===== config.mk =====
export PLATFORM = sky130hd
export DESIGN_NAME = mem_arbiter_flat
export DESIGN_NICKNAME = d
export VERILOG_FILES = /design/src/rtl/mem_arbiter_pkg.sv /design/src/rtl/mem_arbiter_if.sv /design/src/rtl/mem_arbiter_pick.sv /design/src/rtl/mem_arbiter.sv /design/src/flat_wrapper.sv
export SDC_FILE = /design/constraint.sdc
export NUM_CORES = 1
export LEC_CHECK = 0
export BUFFER_PORTS_ARGS = -buffer_cell sky130_fd_sc_hd__buf_2
export CAP_MARGIN = 20
export CORE_ASPECT_RATIO = 1.75
export CORE_MARGIN = 2
export CORE_UTILIZATION = 43
export CTS_CLUSTER_DIAMETER = 60
export DETAILED_ROUTE_END_ITERATION = 8
export GPL_ROUTABILITY_DRIVEN = 0
export PLACE_DENSITY = 0.74
export SLEW_MARGIN = 10
export SYNTH_ARGS = -nofsm -noshare
export SYNTH_HDL_FRONTEND = slang
export SYNTH_HIERARCHICAL = 1
export SYNTH_SLANG_ARGS = --single-unit

===== constraint.sdc =====
create_clock -name clock -period 3.33 [get_ports clock]
set_input_delay 0.666 -clock clock [delete_from_list [all_inputs] [get_ports clock]]
set_output_delay 0.666 -clock clock [all_outputs]
set_load 0.02 [all_outputs]

===== src/rtl/mem_arbiter_pkg.sv =====
// mem_arbiter_pkg: shared FSM/owner encodings and request record for the cache-to-memory arbiter
package mem_arbiter_pkg;
    localparam int ADDR_W = 6;
    localparam int DATA_W = 32;
    localparam logic [1:0] ST_IDLE  = 2'd0;
    localparam logic [1:0] ST_ISSUE = 2'd1;
    localparam logic [1:0] ST_WAIT  = 2'd2;
    localparam logic [1:0] ST_DONE  = 2'd3;
    localparam logic OWN_D = 1'b0;
    localparam logic OWN_I = 1'b1;
    typedef struct packed {
        logic              rd;
        logic              wr;
        logic [ADDR_W-1:0] addr;
        logic [DATA_W-1:0] wdata;
    } mem_req_t;
endpackage


===== src/rtl/mem_arbiter_if.sv =====
// mem_arbiter_if: D-cache, I-cache and main-memory signals around the arbiter
interface mem_arbiter_if;
    import mem_arbiter_pkg::*;
    logic              d_mem_read;
    logic              d_mem_write;
    logic [ADDR_W-1:0] d_mem_address;
    logic [DATA_W-1:0] d_mem_writedata;
    logic [DATA_W-1:0] d_mem_readdata;
    logic              d_mem_BUSY;
    logic              i_mem_read;
    logic [ADDR_W-1:0] i_mem_address;
    logic [DATA_W-1:0] i_mem_readdata;
    logic              i_mem_BUSY;
    logic              mem_read;
    logic              mem_write;
    logic [ADDR_W-1:0] mem_address;
    logic [DATA_W-1:0] mem_writedata;
    logic [DATA_W-1:0] mem_readdata;
    logic              mem_BUSY;
    modport master (
        output d_mem_read, d_mem_write, d_mem_address, d_mem_writedata,
        output i_mem_read, i_mem_address, mem_readdata, mem_BUSY,
        input  d_mem_readdata, d_mem_BUSY, i_mem_readdata, i_mem_BUSY,
        input  mem_read, mem_write, mem_address, mem_writedata
    );
    modport slave (
        input  d_mem_read, d_mem_write, d_mem_address, d_mem_writedata,
        input  i_mem_read, i_mem_address, mem_readdata, mem_BUSY,
        output d_mem_readdata, d_mem_BUSY, i_mem_readdata, i_mem_BUSY,
        output mem_read, mem_write, mem_address, mem_writedata
    );
endinterface


===== src/rtl/mem_arbiter_pick.sv =====
// rr_pick2: two-way winner pick, round-robin against last_grant or fixed D-first
module rr_pick2
    import mem_arbiter_pkg::*;
(
    input  logic d_req,
    input  logic i_req,
    input  logic last_grant,
    input  logic rr_en,
    output logic grant
);
    always_comb grant = (d_req && i_req) ? (rr_en ? ~last_grant : OWN_D) : (i_req ? OWN_I : OWN_D);
endmodule


===== src/rtl/mem_arbiter.sv =====
// mem_arbiter: serialises D-cache and I-cache block transfers onto one main-memory port
module mem_arbiter
    import mem_arbiter_pkg::*;
#(
    parameter bit RR_EN = 1'b1
) (
    input  logic        clock,
    input  logic        reset,
    mem_arbiter_if.slave bus
);
    logic [1:0]        state_q, state_d;
    logic              owner_q, owner_d;
    logic              last_q, last_d;
    mem_req_t          req_q, req_d, d_cand;
    logic [DATA_W-1:0] d_rdata_q, d_rdata_d, i_rdata_q, i_rdata_d;
    logic              d_req, i_req, grant, active;

    assign d_req  = bus.d_mem_read | bus.d_mem_write;
    assign i_req  = bus.i_mem_read;
    assign active = (state_q == ST_ISSUE) || (state_q == ST_WAIT);

    rr_pick2 u_pick (
        .d_req      (d_req),
        .i_req      (i_req),
        .last_grant (last_q),
        .rr_en      (RR_EN),
        .grant      (grant)
    );

    always_comb begin
        state_d   = state_q;
        owner_d   = owner_q;
        last_d    = last_q;
        req_d     = req_q;
        d_rdata_d = d_rdata_q;
        i_rdata_d = i_rdata_q;
        // a simultaneous read+write from the D-cache is treated as the write-back
        d_cand.rd    = bus.d_mem_read & ~bus.d_mem_write;
        d_cand.wr    = bus.d_mem_write;
        d_cand.addr  = bus.d_mem_address;
        d_cand.wdata = bus.d_mem_write ? bus.d_mem_writedata : '0;
        case (state_q)
            ST_IDLE: if (d_req || i_req) begin
                state_d = ST_ISSUE;
                owner_d = grant;
                last_d  = grant;
                req_d   = (grant == OWN_I) ? '{rd: 1'b1, wr: 1'b0, addr: bus.i_mem_address, wdata: '0} : d_cand;
            end
            ST_ISSUE: if (bus.mem_BUSY) state_d = ST_WAIT;
            ST_WAIT: if (!bus.mem_BUSY) begin
                state_d = ST_DONE;
                if (req_q.rd && owner_q == OWN_D) d_rdata_d = bus.mem_readdata;
                if (req_q.rd && owner_q == OWN_I) i_rdata_d = bus.mem_readdata;
            end
            default: state_d = ST_IDLE;
        endcase
    end

    always_ff @(posedge clock or posedge reset) begin
        if (reset) begin
            state_q   <= ST_IDLE;
            owner_q   <= OWN_D;
            last_q    <= OWN_I;
            req_q     <= '0;
            d_rdata_q <= '0;
            i_rdata_q <= '0;
        end else begin
            state_q   <= state_d;
            owner_q   <= owner_d;
            last_q    <= last_d;
            req_q     <= req_d;
            d_rdata_q <= d_rdata_d;
            i_rdata_q <= i_rdata_d;
        end
    end

    // memory-side outputs decode straight from state so reset drops them without a clock
    assign bus.mem_read       = active & req_q.rd;
    assign bus.mem_write      = active & req_q.wr;
    assign bus.mem_address    = active ? req_q.addr : '0;
    assign bus.mem_writedata  = active ? req_q.wdata : '0;
    assign bus.d_mem_readdata = d_rdata_q;
    assign bus.i_mem_readdata = i_rdata_q;
    assign bus.d_mem_BUSY     = d_req & ~(state_q == ST_DONE && owner_q == OWN_D);
    assign bus.i_mem_BUSY     = i_req & ~(state_q == ST_DONE && owner_q == OWN_I);
endmodule


===== src/flat_wrapper.sv =====
// flat-port wrapper written by rule: the top's interface ports become plain ports
module mem_arbiter_flat import mem_arbiter_pkg::*;
#(
    parameter bit RR_EN = 1'b1
)
  (clock, reset, bus_d_mem_read, bus_d_mem_write, bus_d_mem_address, bus_d_mem_writedata, bus_i_mem_read, bus_i_mem_address, bus_mem_readdata, bus_mem_BUSY, bus_d_mem_readdata, bus_d_mem_BUSY, bus_i_mem_readdata, bus_i_mem_BUSY, bus_mem_read, bus_mem_write, bus_mem_address, bus_mem_writedata);
  mem_arbiter_if bus_i ();
  input  logic clock;
  input  logic reset;
  input wire logic [$bits(bus_i.d_mem_read)-1:0] bus_d_mem_read;
  input wire logic [$bits(bus_i.d_mem_write)-1:0] bus_d_mem_write;
  input wire logic [$bits(bus_i.d_mem_address)-1:0] bus_d_mem_address;
  input wire logic [$bits(bus_i.d_mem_writedata)-1:0] bus_d_mem_writedata;
  input wire logic [$bits(bus_i.i_mem_read)-1:0] bus_i_mem_read;
  input wire logic [$bits(bus_i.i_mem_address)-1:0] bus_i_mem_address;
  input wire logic [$bits(bus_i.mem_readdata)-1:0] bus_mem_readdata;
  input wire logic [$bits(bus_i.mem_BUSY)-1:0] bus_mem_BUSY;
  output wire logic [$bits(bus_i.d_mem_readdata)-1:0] bus_d_mem_readdata;
  output wire logic [$bits(bus_i.d_mem_BUSY)-1:0] bus_d_mem_BUSY;
  output wire logic [$bits(bus_i.i_mem_readdata)-1:0] bus_i_mem_readdata;
  output wire logic [$bits(bus_i.i_mem_BUSY)-1:0] bus_i_mem_BUSY;
  output wire logic [$bits(bus_i.mem_read)-1:0] bus_mem_read;
  output wire logic [$bits(bus_i.mem_write)-1:0] bus_mem_write;
  output wire logic [$bits(bus_i.mem_address)-1:0] bus_mem_address;
  output wire logic [$bits(bus_i.mem_writedata)-1:0] bus_mem_writedata;
  assign bus_i.d_mem_read = bus_d_mem_read;
  assign bus_i.d_mem_write = bus_d_mem_write;
  assign bus_i.d_mem_address = bus_d_mem_address;
  assign bus_i.d_mem_writedata = bus_d_mem_writedata;
  assign bus_i.i_mem_read = bus_i_mem_read;
  assign bus_i.i_mem_address = bus_i_mem_address;
  assign bus_i.mem_readdata = bus_mem_readdata;
  assign bus_i.mem_BUSY = bus_mem_BUSY;
  assign bus_d_mem_readdata = bus_i.d_mem_readdata;
  assign bus_d_mem_BUSY = bus_i.d_mem_BUSY;
  assign bus_i_mem_readdata = bus_i.i_mem_readdata;
  assign bus_i_mem_BUSY = bus_i.i_mem_BUSY;
  assign bus_mem_read = bus_i.mem_read;
  assign bus_mem_write = bus_i.mem_write;
  assign bus_mem_address = bus_i.mem_address;
  assign bus_mem_writedata = bus_i.mem_writedata;
  mem_arbiter #(.RR_EN(RR_EN)) u_core (.clock(clock), .reset(reset), .bus(bus_i));
endmodule

==> out/metrics.yaml <==
cp-end-kind: "primary output"
synth-simple-area-share: 0.0742
synth_mux_area_frac: 0.188
ir_drop_mv: 0.540
mostFrequentLayoutCells: "buf_2 (187), dfrtp_1 (107), mux2_2 (65)"
dieArea_sq_um: 11100
die_y_microns: 138
synth_top_cell_by_area: "dfrtp_1"
synth_fa_ha_area_frac: 0.0113
crit_buf_inv: 3
status: "complete, no violations"
final_common_cell: "buf_2"
rsz0062_at_grt: "no"
post_cts_buffers: 0
synth_top_family_by_area: "multiplexers"
ys_types: 29
finalSetupViolCount: 0
cp-startpoint: "u_core/state_q[0]$_DFFE_PP0P_"
syn_avg_cell_area_sq_um: 14.1
drcViolationCount: 0
final_nets: 586
clkSlewWorstSetupHoldPaths_ns: 0.07
cts_tree: "yes"
finalCritPeriodShare: 0.789
cp.required_ns: 2.66
final_antenna_net_count: 0
r2r_cells: 6
dr_total_vias: 3164
maxSlewViolCount: 0
crit_path_max_incr_delay_ns: 0.55
tightestPinTransition_ns: 0.893
placed_cells: 616
diodes: 0
hold_viol: 0
vias_per_cell: 5.01
fp.dieW_microns: 80.6
root_buffer: "clkbuf_16"
portBuffers: 187
wl_per_cell_microns: 15.2
synth_top_area_frac: 0.606
dr.pass1.iters: 4
clkSinkCount: 108
cap_violations: 0
clkLatencyLatePin_ns: 0.33
cts.hold.buffers_added: 0
fin_skew_ns: 0.00689
synth_compound_area_frac: 0.0847
dpl.hpwl_microns: 7200
start_util: 0.437
rr_endpoint: "u_core/bus.i_mem_readdata[3]$_DFFE_PP0P_"
setup_tns_ns: 0
netlist_instances: 314
rows: 49
leakagePower_nw: 3.04
place_ws_ns: 1.04
synthesis.nets: 400
wl_microns: 9610
grt_antenna_before_repair: 0
whs_ns: 0.434
max_freq_mhz: 381
grt_pass1_vias: 3387
synth_area_leaders: "dfrtp_1 (61%), mux2_2 (17%), a22o_1 (6.3%)"
startpoint_type: "flip-flop"
grt_max_degree: 57
yosys_warnings: 6
synth_xor_area_frac: 0
cp_max_fo: 24
synth_seq_cells: 108
hold_class: "primary input to async pin"
grt_pass1_wl_microns: 15900
seq_area_frac_synth: 0.612
n_fill_cell: 852
final_cells: 632
htree_levels: 3
worst-r2r-setup-slack_ns: 1.49
slew_headroom: 0.405
drive_above_1_share: 0.560
met2_length_microns: 5170
post_cts_resize_count: 0
track_usage: 0.180
setup_slack_ns: 0.704
cp_cell_sequence: "inv_1, ha_1, buf_4, and2_1, buf_2"
cts_made_buffers: 9
cts_buffer_depth: 2
crit_family: "adder cells"
path_class: "flip-flop to primary output"
place_area_sq_um: 5510
powerDensity_nw_per_um2: 1010
critPathSlowestCell: "ha_1"
design_area_sq_um: 5810
syn-cell-area_sq_um: 4420
drt-met1-wl_microns: 3600
dr.first_iter.drc_count: 91
grt_overflow: 0
pin_count: 188
crit_arrival_ns: 1.96
r2r-start: "u_core/state_q[0]$_DFFE_PP0P_"
dr.max_layer_used: "met4"
wl_met3_microns: 658
syn_to_final_growth_pct: 31.4
core_sq_um: 10100
period_minus_slack_ns: 2.63
synthesized netlist by cell type, drive strengths merged:
cell      n
o31ai     1
dfrtp   107
and2     40
nand2     8
nor3b     1
o21ai     7
a21boi    3
ha        4
buf       9
or3       1
a21o      1
clkbuf   11
a21oi     1
or2       1
a221oi    1
mux2i     7
o21bai    1
inv       5
mux2     67
nand2b    1
dfstp     1
nor3      2
conb      1
a22o     32
nor2b     1
kinds of logic (layout without fill, tap and decap cells):
family	count (synthesis)	count (layout)
AOI/OAI and AO/OA	47	47
muxes	74	74
other	1	1
DFF	108	108
and+or+nand+nor	55	55
buffers and inverters	25	216
adders and majority gates	4	4
layer usage:
layer | global-route usage | up-vias
met1 | 0.206 | 1553
met2 | 0.323 | 128
met4 | 0.0651 | 0
met3 | 0.0392 | 15
met5 | 0 | -
li1 | - | 1468
power by group:
part	switching (W)	total, W	internal [W]
Sequential	0.000294	0.00219	0.00189
Combinational	0.00152	0.00262	0.00110
Clock	0.000464	0.00106	0.000592
worst max path at each step:
| stage | endpoint | slack [ns] | depth (start not counted) |
|---|---|---|---|
| 2_1_floorplan | u_core/bus.d_mem_readdata[0]$_DFFE_PP0P_ | 1.36 | 1 |
| 3_3_place_gp | u_core/req_q[24]$_DFFE_PP0P_ | 1.09 | 4 |
| 3_5_place_dp | u_core/req_q[10]$_DFFE_PP0P_ | 1.04 | 4 |
| 4_1_cts | bus_mem_writedata[23] | 0.67 | 5 |
| 5_1_grt | bus_mem_writedata[25] | 0.51 | 5 |
| 6_report | bus_mem_writedata[29] | 0.70 | 5 |
state kept, by name, indices dropped and copies added, names as in the netlist:
name	flops
u_core/bus.d_mem_readdata	32
u_core/bus.i_mem_readdata	32
u_core/last_q	1
u_core/owner_q	1
u_core/req_q	40
u_core/state_q	2
through the flow:
step / total power, W / util
4_1_cts: 0.00594 / 0.574
3_3_place_gp: 0.00477 / 0.544
2_1_floorplan: 0.00395 / -
3_5_place_dp: 0.00487 / 0.544
6_report: 0.00586 / 0.574
5_1_grt: 0.00624 / 0.574
area by class of cell:
cell class / instances / area [sq um] / share of cell area
flip-flops and latches: 108 / 2700 / 0.466
inverters: 5 / 22.5 / 0.00388
multi-input cells: 181 / 1610 / 0.278
well taps: 127 / 159 / 0.0274
clock buffers: 10 / 229 / 0.0394
repair buffers: 195 / 1010 / 0.174
clock inverters: 6 / 70.1 / 0.0121
worst register-to-register path: cells and delay by family, from the launching register on:
kind                       cells  cell delay (ns)
buffers and inverters          2             0.39
and+or+nand+nor                2             0.38
adders and majority gates      1             0.20
DFF                            1             0.41
muxes                          1             0.36
Power figures use the tool's default switching activity.
